`src/rtl/retention_ctrl_pkg.sv`:
```
// Shared types for the retention power controller.
// States, output bundle, decode and counter sizing.
package retention_ctrl_pkg;

  typedef enum logic [3:0] {
    RUN,
    ISOLATE,
    SAVE,
    CLK_GATE,
    PWR_DOWN,
    SLEEP,
    PWR_UP,
    SETTLE,
    CLK_UNGATE,
    RESTORE,
    DEISO,
    FAULT
  } pwr_state_t;

  typedef struct packed {
    logic pwr_en;
    logic iso_en;
    logic clk_en;
    logic save;
    logic restore;
    logic domain_rst_n;
    logic busy;
    logic asleep;
    logic fault;
  } pwr_out_t;

  localparam pwr_out_t OUT_RESET = '{
    pwr_en: 1'b1, iso_en: 1'b0, clk_en: 1'b1,
    save: 1'b0, restore: 1'b0, domain_rst_n: 1'b0,
    busy: 1'b0, asleep: 1'b0, fault: 1'b0
  };

  function automatic int cnt_width(
    input int a,
    input int b,
    input int c,
    input int d
  );
    int m;
    m = a;
    if (b > m) m = b;
    if (c > m) m = c;
    if (d > m) m = d;
    return (m < 1) ? 1 : $clog2(m + 1);
  endfunction

  function automatic pwr_out_t decode(
    input pwr_state_t s
  );
    pwr_out_t o;
    o = '0;
    unique case (s)
      RUN: begin
        o.pwr_en = 1'b1;
        o.clk_en = 1'b1;
        o.domain_rst_n = 1'b1;
      end
      ISOLATE, CLK_UNGATE, DEISO: begin
        o.pwr_en = 1'b1;
        o.iso_en = 1'b1;
        o.clk_en = 1'b1;
        o.domain_rst_n = 1'b1;
      end
      SAVE: begin
        o.pwr_en = 1'b1;
        o.iso_en = 1'b1;
        o.clk_en = 1'b1;
        o.save = 1'b1;
        o.domain_rst_n = 1'b1;
      end
      CLK_GATE: begin
        o.pwr_en = 1'b1;
        o.iso_en = 1'b1;
        o.domain_rst_n = 1'b1;
      end
      PWR_DOWN: begin
        o.iso_en = 1'b1;
      end
      SLEEP: begin
        o.iso_en = 1'b1;
        o.asleep = 1'b1;
      end
      PWR_UP, SETTLE: begin
        o.pwr_en = 1'b1;
        o.iso_en = 1'b1;
      end
      RESTORE: begin
        o.pwr_en = 1'b1;
        o.iso_en = 1'b1;
        o.clk_en = 1'b1;
        o.restore = 1'b1;
        o.domain_rst_n = 1'b1;
      end
      FAULT: begin
        o.iso_en = 1'b1;
        o.fault = 1'b1;
      end
      default: o = OUT_RESET;
    endcase
    o.busy = !(s inside {RUN, SLEEP, FAULT});
    return o;
  endfunction

endpackage

```
`src/rtl/retention_power_controller_timer.sv`:
```
// Loadable down-counter shared by all timed states.
// Saturates at zero; flags expose zero and one.
module retention_seq_timer #(
  parameter int W = 4
) (
  input  logic         clk,
  input  logic         rst_n,
  input  logic         load,
  input  logic         dec,
  input  logic [W-1:0] value,
  output logic         zero,
  output logic         one
);

  logic [W-1:0] cnt;

  always_ff @(posedge clk) begin
    if (!rst_n) begin
      cnt <= '0;
    end else if (load) begin
      cnt <= value;
    end else if (dec && cnt != '0) begin
      cnt <= cnt - W'(1);
    end
  end

  assign zero = (cnt == '0);
  assign one  = (cnt == W'(1));

endmodule

```
`src/rtl/retention_power_controller.sv`:
```
// Save/restore power sequencer for one switchable domain.
// Moore outputs registered from the next state.
module retention_power_controller
  import retention_ctrl_pkg::*;
#(
  parameter int SAVE_CYCLES    = 2,
  parameter int RESTORE_CYCLES = 2,
  parameter int SETTLE_CYCLES  = 4,
  parameter int ACK_TIMEOUT    = 16
) (
  input  logic clk,
  input  logic rst_n,
  input  logic sleep_req,
  input  logic wake_req,
  input  logic pwr_ack,
  output logic pwr_en,
  output logic iso_en,
  output logic save,
  output logic restore,
  output logic clk_en,
  output logic domain_rst_n,
  output logic busy,
  output logic asleep,
  output logic fault
);

  localparam int W = cnt_width(
    SAVE_CYCLES, RESTORE_CYCLES,
    SETTLE_CYCLES, ACK_TIMEOUT
  );

  pwr_state_t state;
  pwr_state_t nxt;
  pwr_out_t   outs;

  logic         t_load;
  logic         t_dec;
  logic [W-1:0] t_value;
  logic         t_zero;
  logic         t_one;

  retention_seq_timer #(
    .W(W)
  ) u_timer (
    .clk  (clk),
    .rst_n(rst_n),
    .load (t_load),
    .dec  (t_dec),
    .value(t_value),
    .zero (t_zero),
    .one  (t_one)
  );

  always_comb begin
    nxt = state;
    unique case (state)
      RUN:        if (sleep_req) nxt = ISOLATE;
      ISOLATE:    nxt = SAVE;
      SAVE:       if (t_one) nxt = CLK_GATE;
      CLK_GATE:   nxt = PWR_DOWN;
      PWR_DOWN: begin
        if (!pwr_ack) nxt = SLEEP;
        else if (t_zero) nxt = FAULT;
      end
      SLEEP:      if (wake_req) nxt = PWR_UP;
      PWR_UP: begin
        if (pwr_ack) nxt = SETTLE;
        else if (t_zero) nxt = FAULT;
      end
      // Losing power while settling is fatal.
      SETTLE: begin
        if (!pwr_ack) nxt = FAULT;
        else if (t_one) nxt = CLK_UNGATE;
      end
      CLK_UNGATE: nxt = RESTORE;
      RESTORE:    if (t_one) nxt = DEISO;
      DEISO:      nxt = RUN;
      FAULT:      if (wake_req) nxt = PWR_UP;
      default:    nxt = RUN;
    endcase
  end

  // Timeouts load one less so they expire on zero.
  always_comb begin
    t_load  = (nxt != state);
    t_dec   = 1'b1;
    t_value = '0;
    unique case (nxt)
      SAVE:     t_value = W'(SAVE_CYCLES);
      RESTORE:  t_value = W'(RESTORE_CYCLES);
      SETTLE:   t_value = W'(SETTLE_CYCLES);
      PWR_DOWN,
      PWR_UP:   t_value = W'(ACK_TIMEOUT - 1);
      default:  t_value = '0;
    endcase
  end

  always_ff @(posedge clk) begin
    if (!rst_n) begin
      state <= RUN;
      outs  <= OUT_RESET;
    end else begin
      state <= nxt;
      outs  <= decode(nxt);
    end
  end

  assign pwr_en       = outs.pwr_en;
  assign iso_en       = outs.iso_en;
  assign save         = outs.save;
  assign restore      = outs.restore;
  assign clk_en       = outs.clk_en;
  assign domain_rst_n = outs.domain_rst_n;
  assign busy         = outs.busy;
  assign asleep       = outs.asleep;
  assign fault        = outs.fault;

endmodule

```
`config.mk`:
```
export PLATFORM = sky130hd
export DESIGN_NAME = retention_power_controller
export DESIGN_NICKNAME = d
export VERILOG_FILES = /design/src/rtl/retention_ctrl_pkg.sv /design/src/rtl/retention_power_controller_timer.sv /design/src/rtl/retention_power_controller.sv
export SDC_FILE = /design/constraint.sdc
export NUM_CORES = 1
export LEC_CHECK = 0
export CAP_MARGIN = 0
export CORE_MARGIN = 5
export CORE_UTILIZATION = 40
export DETAILED_ROUTE_END_ITERATION = 10
export PLACE_DENSITY = 0.6
export SLEW_MARGIN = 20
export SYNTH_ARGS = -nofsm -noshare
export SYNTH_HDL_FRONTEND = slang
export SYNTH_SLANG_ARGS = --single-unit
export TNS_END_PERCENT = 30
```
`constraint.sdc`:
```
create_clock -name clk -period 2.7 [get_ports clk]
set_clock_uncertainty 0.15 [all_clocks]
set_input_delay 0.54 -clock clk [delete_from_list [all_inputs] [get_ports clk]]
set_output_delay 0.54 -clock clk [all_outputs]
set_load 0.05 [all_outputs]
```
* Yosys cells after proc, flatten, opt, wreduce, memory -nomap -nowiden *
Cells that the tools add are included.
Widths: inputs -> output; s select.

word-level totals
  logic and storage cells = 70
  register bits = 18
  output and inout bits = 9

operators by class
  mux-type cells = 21
  add/subtract/negate cells = 1
  reductions and logical operators = 14
  equal/unequal tests = 23

operator list
  operator             number
  $pmux 4 s10          1
  $mux 4               9
  $eq 4x3->1 const B   8
  $eq 4x4->1 const B   7
  $eq 4x2->1 const B   4
  $pmux 4 s3           1
  $reduce_or 11->1     1
  $mux 5               2
  $eq 4x1->1 const B   2
  $logic_not 4->1      2
  $mux 1               8
  $reduce_or 7->1      1
  $reduce_or 2->1      3
  $reduce_or 6->1      1
  $eq 5x1->1 const B   1
  $logic_not 5->1      1
  $reduce_bool 5->1    1
  $sub 5x1->5 const B  1
  $ne 4x4->1           1
  $reduce_bool 3->1    1
  $reduce_or 3->1      1
  $reduce_bool 2->1    1
  $logic_not 1->1      1

* Depth between registers and ports, before layout *
Gate-level depths: netlist of run 1.

  depth in word-level cells = 8
  depth in mapped cells = 9

* Cells and area by module *
Synthesis of run 1 repeated with hierarchy kept, for this count alone.

unflattened totals
  cell total of the unflattened synthesis = 126
  area total of the unflattened synthesis = 1064.8 µm²

modules (own cells, without submodules)
  module                      seq. area each (µm²)  area an instance (µm²)  times used  cells an instance
  retention_power_controller  260.2                 739.5                   1           85
  retention_seq_timer         100.1                 325.3                   1           41

* Worst setup path after synthesis of run 1 *
No wires, ideal clock.

  kind = reg-to-reg
  from = register u_timer.cnt[1]
  to = register u_timer.cnt[2]
  arrival = 1978 ps
  cell stages (with the launch flop) = 10
  buffers on the path = 0
  clock period less this slack = 2198 ps
  slack = 502 ps
  library setup time = 70 ps
  cell sequence = dfxtp_1 -> inv_1 -> ha_1 -> nor4b_2 -> a2111oi_0 -> a21oi_1 -> a21oi_1 -> o21ai_2 -> or3_1 -> a21boi_1

on the way
  longest elaborated chain between the ends = 8
  elaborated cells between the ends (all ways) = 24

ends and longest elaborated chain
  item                                           line                                                                                                  text
  start, declared                                retention_power_controller_timer.sv:15                                                                logic [W-1:0] cnt;
  start signal, assigned                         retention_power_controller_timer.sv:21                                                                cnt <= value;
  start signal, assigned                         retention_power_controller_timer.sv:23                                                                cnt <= cnt - W'(1);
  $eq 5x1->1 or $logic_not 5->1 (tied branches)  retention_power_controller_timer.sv:28, retention_power_controller_timer.sv:27
  $mux 4, on equally long branches               retention_power_controller.sv:73, retention_power_controller.sv:63, retention_power_controller.sv:68
  $mux 4, on equally long branches               retention_power_controller.sv:72, retention_power_controller.sv:62, retention_power_controller.sv:67
  $pmux 4 s10                                    retention_power_controller.sv:56                                                                      unique case (state)
  $eq 4x3->1, or another cell as far along       retention_power_controller.sv:88                                                                      unique case (nxt)
  $reduce_or 2->1, on equally long branches      --
  $pmux 4 s3                                     retention_power_controller.sv:88
  $mux 5                                         retention_power_controller_timer.sv:20                                                                end else if (load) begin

Several ways; a longest one is shown, not always the timed one. The select of a mux whose other input is x is not followed.
A chain may end at the register's enable or synchronous reset.

* Final worst setup path of run 1 *
  from = register u_timer.cnt[1]
  to = register u_timer.cnt[0]

The elaborated chain is that of the path after synthesis.

==> summary.md, run 1 <==
| Metric | Value |
|---|---|
| Synth area leader | dfxtp_1 |
| Cells after Synth | 140 |
| Vert. Die Dim | 63.7 um |
| Synth unique cells | 44 |
| Routed length per placed instance | about 14 um |
| Critical Path RT | 2.78 ns |
| Ports | 14 |
| Static leakage | between 0.4 and 0.5 nW |
| Die width | roughly 64 um |
| Dpl cell area | about 1300 um2 |
| Crit path max fanout | 7 |
| Hold wc startpoint | u_timer.cnt[4]$_SDFFE_PN0P_ |
| Worst path bufs/invs | 1 |
| Hpwl dp | about 1.9 mm |
| H-tree depth | 1 |
| VDD IR-drop max | slightly below 0.7 mV |
| Final WS setup | between 0.2 and 0.3 ns |
| Area grow syn2layout | 14.8% |
| Routed wl met3 | 117 um |
| Reg-to-reg slack, setup | approximately 0.26 ns |
| CP Depth | 9 |
| DR pass1 iterations | 4 |
| Post-CTS Hold Fix Bufs | 0 |
| Arr. time, crit path | roughly 2.5 ns |
| Ant diodes | 0 |
| CP endpoint kind | register |
| CTS sink cnt | 18 |
| Core Footprint | approximately 2800 um2 |
| Initial antenna violation count | 0 |
| CTS Buf Count | 3 |
| Met2 wire len | roughly 1.2 mm |
| R2R depth | 9 |
| Clock root buffer | clkbuf_4 |
| Max Cap Viol | 0 |
| Total gr overflow | 0 |
| Pwr per Cell Area | between 1000 and 1500 nW/um2 |
| Slew Limit Fails | 0 |
| Post-DRT Antenna Nets | 0 |
| FFs w/ async S/R, synth | 0% |
| Largest net degree at the start of global routing | 16 |
| Max Used Layer | met4 |
| # port buffers | 13 |
| Final Cycle Share | between 90% and 100% |
| Synth area leaders | dfxtp_1 (31%), nor2b_1 (4.9%), a21oi_1 (4.3%) |
| Setup-failing EPs final | 0 |
| FF-to-FF Start | u_timer.cnt[1]$_SDFFE_PN0P_ |
| Vias/cell | 5.42 |
| Period minus WS final | roughly 2.4 ns |
| Vias | 991 |
| End of the worst hold path | u_timer.cnt[4]$_SDFFE_PN0P_ |
| Clock-pin slew on the worst setup and hold paths | 0.09 ns |
| Avg Cell Area, Syn | slightly above 8 um2 |
| CTS tree | yes |
| Clk_lat worst skew | 0.29 ns |
| First-pass GRT wire length | about 4.6 mm |
| Startpoint Class | register |
| Dpl ws | -0.0124 ns |
| Final GP Congestion | around 0.95 |
| Power Total | between 1 and 1.5 mW |
| Hold crit path type | register to register |
| Total GRT Usage | between 10 and 15% |
| Hold Crit Depth | 2 |
| Outcome | completed |
| Setup_tns | 0 ns |
| Vias in the first global route | roughly 1000 |
| Initial Util | 41.9% |
| Final Hold Viols | 0 |
| Critical path's largest stage delay | 0.50 ns |
| Setup CP Type | register to register |
| Final Cell Area | between 1000 and 1500 um2 |
| # rows | 19 |
| Sequential fraction of the synthesis area | a little under a third |
| Top_reg_cell synth | dfxtp_1 |
| DIE AREA | a little over 4000 um2 |
| Yosys top cell area share | between 30% and 40% |
| Crit Reg-Reg Endpoint | u_timer.cnt[0]$_SDFFE_PN0P_ |
| DRC | 0 |
| Slowest CP cell | or4b_4 |
| Delay-heaviest family, CP | simple AND/OR/NAND/NOR gates |
| Synth Register Bits | 18 |
| Nets | 161 |
| YS warnings | 0 |
| Critical-path cell list | inv_1 -> ha_1 -> or4b_4 -> a22oi_1 -> a21oi_1 -> o22a_4 -> or2_0 -> mux2i_1 -> and2_1 |
| Slew at the pin closest to its max-slew limit | around 0.5 ns |
| Syn_nets | approximately 150 |
| Relative slew slack | around 66% |
| Non-Filler Instances | ~180 |
| Routed WL | between 2 and 3 mm |
| Number of synthesized flops with an enable pin | 0 |
| Placed cell count | 178 |
| Fmax | ~0.4 GHz |
| Fraction of layout cells with a size suffix above 1 | a little under an eighth |
| DR iter-0 viols | between 40 and 50 |
| Mapped Area | 1150 um2 |
| DRT met1 WL | around 1.2 mm |
| Clk buf depth | 2 |
## layout by cell type (no fill, tap or decap), drive strengths merged, types with 2 or more instances in the layout
master / instances
dfxtp: 18
clkdlybuf4s50: 13
nand2: 12
nor2: 10
a21oi: 10
o21ai: 10
nor2b: 10
inv: 9
nor3: 5
xnor2: 4
nand4: 4
clkbuf: 4
nand3: 3
and2: 3
nor3b: 3
ha: 3
buf: 3
or2: 3
o211ai: 2
a221oi: 2
o31ai: 2
o21a: 2
nor4b: 2
a21boi: 2
## worst min-delay path: stages (launching register included)
cell and delay, ns:
dfxtp_1 0.39, a21oi_1 0.15, nor3b_1 0.06
## cells by family after synthesis
group	count (synthesis)	share of synthesized area [%]
simple gates	59	30.2
compound gates	38	23.4
flops	18	31.2
buf+inv	17	8.02
xor+xnor	4	3.03
fa+ha+maj	3	3.25
mux	1	0.867
## registers in the layout, indices dropped and copies added (netlist names)
| name | cells |
|---|---|
| pwr_en | 1 |
| u_timer.cnt | 5 |
| clk_en | 1 |
| busy | 1 |
| restore | 1 |
| fault | 1 |
| state | 4 |
| asleep | 1 |
| save | 1 |
| iso_en | 1 |
| domain_rst_n | 1 |
## metal layers
metal | track usage (%) | up-vias
met2 | 22.7 | 29
met5 | 0 | -
li1 | - | 516
met1 | 17.6 | 442
met3 | 2.80 | 4
met4 | 4.94 | 0
## power by group
part / internal, mW / switching, mW / leakage [nW]
registers: 0.336 / 0.0936 / 0.147
logic: 0.383 / 0.510 / 0.324
clock network: 0.0820 / 0.0803 / 0.0210
total: 0.801 / 0.684 / 0.492
## worst max-delay path by stage
stage	startpoint	end	slack, ns
3_5_place_dp	wake_req	u_timer.cnt[1]$_SDFFE_PN0P_	-0.01
5_1_grt	u_timer.cnt[0]$_SDFFE_PN0P_	u_timer.cnt[0]$_SDFFE_PN0P_	-0.004
6_report	u_timer.cnt[1]$_SDFFE_PN0P_	u_timer.cnt[0]$_SDFFE_PN0P_	0.26
2_1_floorplan	u_timer.cnt[1]$_SDFFE_PN0P_	u_timer.cnt[2]$_SDFFE_PN0P_	0.50
4_1_cts	u_timer.cnt[1]$_SDFFE_PN0P_	u_timer.cnt[1]$_SDFFE_PN0P_	0.20
3_3_place_gp	sleep_req	u_timer.cnt[2]$_SDFFE_PN0P_	0.03
## synthesized netlist by cell type (all sizes together) (2+ instances only)
cell and count:
a21boi 2, a21oi 10, a221oi 2, and2 3, buf 6, clkbuf 2
dfxtp 18, ha 3, inv 9, nand2 12, nand3 3, nand4 4
nor2 10, nor2b 10, nor3 5, nor3b 3, nor4b 2, o211ai 2
o21a 2, o21ai 10, o31ai 2, or2 3, xnor2 4
## through the flow
stage	hold WS (ns)	util [%]
5_1_grt	0.555	48.1
2_1_floorplan	0.440	-
4_1_cts	0.499	47.7
3_3_place_gp	0.486	46.4
6_report	0.488	48.1
3_5_place_dp	0.493	46.4
## timing repair
| action | CTS | global route |
|---|---|---|
| buffers inserted | 0 | 1 |
| gates resized for setup | 0 | 1 |
| setup endpoints to repair | 0 | 4 |
## layout make-up
cell class                 instances  area (um2)
fill                             272        1430
multi-input combinational        105         704
sequential                        18         360
timing repair buffer              16         153
tap                               31        38.8
clock buffer                       4        36.3
inverter                           9        33.8
Note: power is estimated with default switching activity, not from simulation.
==> run 2: changes to the inputs <==
==> constraint.sdc (replaced) <==
create_clock -name clk -period 3.17 [get_ports clk]
set_clock_uncertainty 0.15 [all_clocks]
set_input_delay 0.634 -clock clk [delete_from_list [all_inputs] [get_ports clk]]
set_output_delay 0.634 -clock clk [all_outputs]
set_load 0.05 [all_outputs]
==> run 2 against run 1 <==
  * First-iteration DRC count grew 9.8%
  * Total power down 17%
  * Non-clock buffer count shrank 3
  * Highest routed layer unchanged
  * Sequential share of layout area grew 0.52 points
  * Sequential power fell by 15%
  * Core utilization is 0.91 points lower
==> summary.md, run 2 (synthesis results as in run 1) <==
| Metric | Value |
|---|---|
| DR pass1 iterations | 4 |
| Max Cap Viol | 0 |
| Post-layout util | a little under half |
| Vert. Die Dim | 63.7 um |
| H-tree depth | 1 |
| R2R depth | 9 |
| Post-DRT Antenna Nets | 0 |
| Outcome | completed |
| Crit Reg-Reg Endpoint | u_timer.cnt[2]$_SDFFE_PN0P_ |
| Hold crit path type | register to register |
| Dpl ws | between 0.3 and 0.4 ns |
| Setup-failing EPs final | 0 |
| Regs by FF count | u_timer.cnt x5, state x4 |
| Worst path bufs/invs | 1 |
| Area grow syn2layout | 12.7% |
| Initial antenna violation count | 0 |
| Setup CP Type | input pin to register |
| DIE AREA | just over 4000 um2 |
| Slowest CP cell | clkdlybuf4s50_1 |
| Clock root buffer | clkbuf_4 |
| Vias | around 1000 |
| Period minus WS final | about 2.6 ns |
| Pwr per Cell Area | roughly 940 nW/um2 |
| CTS Buf Count | 3 |
| Final Hold Viols | 0 |
| FF-to-FF Start | u_timer.cnt[1]$_SDFFE_PN0P_ |
| Setup_tns | 0 ns |
| DR iter-0 viols | 45 |
| Delay-heaviest family, CP | simple AND/OR/NAND/NOR gates |
| Commonest non-fill, non-tap cell in the layout | dfxtp_1 |
| DRC | 0 |
| Largest register FFs | 5 |
| Critical path endpoint | u_timer.cnt[1]$_SDFFE_PN0P_ |
| Routed WL | approximately 2.5 mm |
| Routed length per placed instance | roughly 14 um |
| Commonest cells after routing, fill and taps aside | dfxtp_1 (18), clkdlybuf4s50_1 (13), nand2_1 (12) |
| Post-CTS Hold Fix Bufs | 0 |
| Vias/cell | roughly 5.5 |
| Final WS setup | just under 0.6 ns |
| Initial Util | approximately two fifths |
| Power Total | 1.23 mW |
| Static leakage | ~0.48 nW |
| Nets | 158 |
| Total gr overflow | 0 |
| PostCTS Resize Cnt | 0 |
| CTS tree | yes |
| CP endpoint kind | register |
| CTS sink cnt | 18 |
| Startpoint Class | input pin |
| VDD IR-drop max | 0.619 mV |
| Critical Path RT | approximately 3.2 ns |
| Hpwl dp | between 1.5 and 2 mm |
| Fmax | between 0.3 and 0.4 GHz |
| Fraction of layout cells with a size suffix above 1 | under 10% |
| Post-CTS setup buffer count | 0 |
| # port buffers | 13 |
| Critical-path cell list | clkdlybuf4s50_1 -> a2111oi_0 -> a21oi_1 -> nor2b_1 -> o21ai_0 -> nand2_1 -> a31oi_1 |
| Slew at the pin closest to its max-slew limit | slightly above 0.7 ns |
| Final GP Congestion | 0.838 |
| # rows | 19 |
| Clock-pin slew on the worst setup and hold paths | roughly 0.10 ns |
| Ant diodes | 0 |
| Clk buf depth | 2 |
| Slew Limit Fails | 0 |
| Critical path's largest stage delay | 0.62 ns |
| Layout fillers | 270 |
| Reg-to-reg slack, setup | 0.68 ns |
| Largest net degree at the start of global routing | 16 |
| First-pass GRT wire length | 4.52 mm |
| Final Cycle Share | just over 80% |
| CP Depth | 7 |
| Vias in the first global route | 984 |
| Ports | 14 |
| Die width | approximately 64 um |
| RSZ-0062 raised after global routing | false |
| Crit path from | pwr_ack |
| Clk_lat worst skew | about 0.29 ns |
| Arr. time, crit path | 2.60 ns |
| Crit path max fanout | 13 |
| Core Footprint | roughly 2800 um2 |
| Relative slew slack | 52.6% |
| Total GRT Usage | between 10% and 20% |
| Largest Register | u_timer.cnt |
## run 2: cell types whose count changed in the layout (fill, tap and decap cells not counted), sizes merged
cell  previous run  this run
buf              3         0
## run 2: worst register-to-register path, delay by kind of cell, from the launching register on
family                     cells  cell delay [ns]
AOI/OAI and AO/OA              5             1.10
adders and majority gates      1             0.20
buffers and inverters          1             0.08
DFF                            1             0.36
and+or+nand+nor                2             0.53
## run 2: power by group
group          switching [mW]  total (mW)  internal, mW
sequential             0.0791       0.365         0.286
clock                  0.0675       0.137        0.0699
combinational           0.424       0.726         0.301
total                   0.571        1.23         0.657
## run 2: final cells by class
cell class                      count  area (um2)  area share, %
Timing Repair Buffer               13         130           10.0
Multi-Input combinational cell    105         702           53.9
Clock buffer                        4        36.3           2.79
Tap cell                           31        38.8           2.98
Inverter                            9        33.8           2.60
Sequential cell                    18         360           27.7
## run 2: per-layer routing
metal,GRT usage [%],vias up,wire length (um)
li1,-,509,-
met1,18.2,458,1270
met2,20.6,17,1160
met3,3.15,4,75
met4,5.71,0,27
met5,0,-,0
## run 2: stage by stage
| step | cell area [um2] | cells | hold slack (ns) |
|---|---|---|---|
| finish | 1300 | 180 | 0.512 |
| global route | 1300 | 180 | 0.584 |
| CTS | 1300 | 180 | 0.521 |
| detailed placement | 1260 | 176 | 0.513 |
| global placement | 1260 | 176 | 0.511 |
| floorplan | 1150 | 140 | 0.440 |
## run 2: worst min-delay path by stage
stage | startpoint | to | cells past startpoint | slack, ns
after floorplan | u_timer.cnt[4]$_SDFFE_PN0P_ | u_timer.cnt[4]$_SDFFE_PN0P_ | 2 | 0.44
after global placement | u_timer.cnt[4]$_SDFFE_PN0P_ | u_timer.cnt[4]$_SDFFE_PN0P_ | 2 | 0.51
after detailed placement | u_timer.cnt[4]$_SDFFE_PN0P_ | u_timer.cnt[4]$_SDFFE_PN0P_ | 2 | 0.51
after CTS | u_timer.cnt[4]$_SDFFE_PN0P_ | u_timer.cnt[4]$_SDFFE_PN0P_ | 2 | 0.52
after global routing | u_timer.cnt[4]$_SDFFE_PN0P_ | u_timer.cnt[4]$_SDFFE_PN0P_ | 2 | 0.58
final | u_timer.cnt[4]$_SDFFE_PN0P_ | u_timer.cnt[4]$_SDFFE_PN0P_ | 2 | 0.51
==> run 3: changes to the inputs <==
==> constraint.sdc (replaced) <==
create_clock -name clk -period 2.55 [get_ports clk]
set_clock_uncertainty 0.15 [all_clocks]
set_input_delay 0.51 -clock clk [delete_from_list [all_inputs] [get_ports clk]]
set_output_delay 0.51 -clock clk [all_outputs]
set_load 0.05 [all_outputs]
==> run 3 against run 2 <==
  * Highest routed layer unchanged
  * Clock power rose by 25%
  * Critical endpoint is now u_timer.cnt[0]$_SDFFE_PN0P_
  * Largest power group unchanged
  * Sequential power rose by 22%
  * Die area did not move
  * Non-clock buffer count rose by 9
==> summary.md, run 3 (synthesis results as in run 1) <==
| Metric | Value |
|---|---|
| Core Footprint | between 2000 and 3000 um2 |
| Clock root buffer | clkbuf_4 |
| Post-CTS Hold Fix Bufs | 0 |
| # port buffers | 13 |
| Post-DRT Antenna Nets | 0 |
| Fraction of layout cells with a size suffix above 1 | between 15 and 20% |
| Initial antenna violation count | 0 |
| Post-layout util | 50.2% |
| Dpl cell area | ~1300 um2 |
| Critical Path RT | between 2 and 3 ns |
| RSZ-0062 raised after global routing | false |
| First-pass GRT wire length | 4.35 mm |
| Critical-path cell list | inv_1 -> ha_1 -> or4b_4 -> a22oi_1 -> a21oi_1 -> o22a_4 -> or2_0 -> mux2i_1 -> and2_1 |
| Slew at the pin closest to its max-slew limit | between 0.5 and 0.6 ns |
| Die width | between 60 and 70 um |
| Final GP Congestion | between 0.8 and 0.9 |
| Outcome | completed |
| DRC | 0 |
| Dpl ws | -0.0885 ns |
| Regs by FF count | u_timer.cnt x5, state x4 |
| DR iter-0 viols | between 50 and 60 |
| Arr. time, crit path | 2.45 ns |
| Area grow syn2layout | 19.8% |
| Setup CP Type | register to register |
| Largest net degree at the start of global routing | 16 |
| Fmax | around 0.42 GHz |
| Vert. Die Dim | 63.7 um |
| Static leakage | around 0.53 nW |
| Commonest cells after routing, fill and taps aside | dfxtp_1 (17), clkdlybuf4s50_1 (13), nand2_1 (12) |
| CTS Buf Count | 3 |
| Startpoint Class | register |
| Final WS setup | about 0.19 ns |
| Crit path max fanout | 7 |
| DR pass1 iterations | 4 |
| Layout fillers | 270 |
| # rows | 19 |
| Vias/cell | roughly 5.4 |
| Final Hold Viols | 0 |
| Largest Register | u_timer.cnt |
| Vias in the first global route | a little under 1000 |
| Clk_lat worst skew | between 0.2 and 0.3 ns |
| Routed WL | 2.54 mm |
| Period minus WS final | between 2 and 2.5 ns |
| Ports | 14 |
| H-tree depth | 1 |
| Total gr overflow | 0 |
| CTS tree | yes |
| Total GRT Usage | 12.7% |
| Setup-failing EPs final | 0 |
| Hpwl dp | ~1.9 mm |
| Worst hold slack | 0.539 ns |
| Critical path's largest stage delay | just under 0.5 ns |
| Slowest CP cell | or4b_4 |
| Final Cell Area | around 1400 um2 |
| Clock-pin slew on the worst setup and hold paths | ~0.1 ns |
| CTS sink cnt | 18 |
| VDD IR-drop max | roughly 0.68 mV |
| CP endpoint kind | register |
| Slew Limit Fails | 0 |
| Relative slew slack | about two thirds |
| Clk buf depth | 2 |
| Final Cycle Share | 92.7% |
| Largest register FFs | 5 |
| Hold crit path type | register to register |
| Commonest non-fill, non-tap cell in the layout | dfxtp_1 |
| Pwr per Cell Area | ~1200 nW/um2 |
| Power Total | around 1.6 mW |
| Nets | between 150 and 200 |
| Initial Util | between 40% and 50% |
| Ant diodes | 0 |
| Routed length per placed instance | 13.4 um |
| Max Cap Viol | 0 |
| Vias | 1020 |
| DIE AREA | 4060 um2 |
==> run 3: through the flow <==
step	TNS, ns	std cells
4_1_cts	0	187
2_1_floorplan	0	140
6_report	0	189
3_3_place_gp	-0.112	183
5_1_grt	0	189
3_5_place_dp	-0.263	183
==> run 3: worst paths after layout <==
path / startpoint / slack (ns) / cells past startpoint / to
worst max-delay path: u_timer.cnt[1]$_SDFFE_PN0P_ / 0.19 / 9 / u_timer.cnt[0]$_SDFFE_PN0P_
worst min-delay path: u_timer.cnt[4]$_SDFFE_PN0P_ / 0.54 / 2 / u_timer.cnt[4]$_SDFFE_PN0P_
worst min register to register: u_timer.cnt[4]$_SDFFE_PN0P_ / 0.54 / 2 / u_timer.cnt[4]$_SDFFE_PN0P_
worst max register to register: u_timer.cnt[1]$_SDFFE_PN0P_ / 0.19 / 9 / u_timer.cnt[0]$_SDFFE_PN0P_
==> run 3: routing by layer <==
layer | wire, um | track usage, % | up-vias | part of all wire, %
li1 | - | - | 529 | -
met1 | 1180 | 17.0 | 465 | 47
met2 | 1230 | 20.9 | 24 | 49
met3 | 98 | 1.93 | 2 | 3.9
met4 | 21 | 4.16 | 0 | 0.83
met5 | 0 | 0 | - | 0
==> run 3: layout make-up <==
| class | instances | area (um2) | share of cell area (%) |
|---|---|---|---|
| clock buffer | 4 | 36.3 | 2.62 |
| multi-input combinational | 105 | 716 | 51.7 |
| sequential | 18 | 362 | 26.1 |
| timing repair buffer | 22 | 198 | 14.3 |
| inverter | 9 | 33.8 | 2.44 |
| tap | 31 | 38.8 | 2.80 |
==> run 3: where the power goes <==
group	internal [mW]	total [mW]	switching, mW	leakage (nW)
logic	0.456	1.02	0.559	0.357
clock network	0.0869	0.171	0.0838	0.0210
registers	0.357	0.444	0.0868	0.148
==> run 3: critical path, delay by kind of cell, from the launching register on <==
family,cells,cell delay (ns)
fa+ha+maj,1,0.18
mux,1,0.12
buf+inv,1,0.09
simple gates,3,0.85
compound gates,3,0.57
flops,1,0.34
==> run 3: what timing repair did <==
item / in CTS / in global routing
setup buffers: 0 / 2
endpoints found under the setup margin: 0 / 13
gates resized for setup: 0 / 5
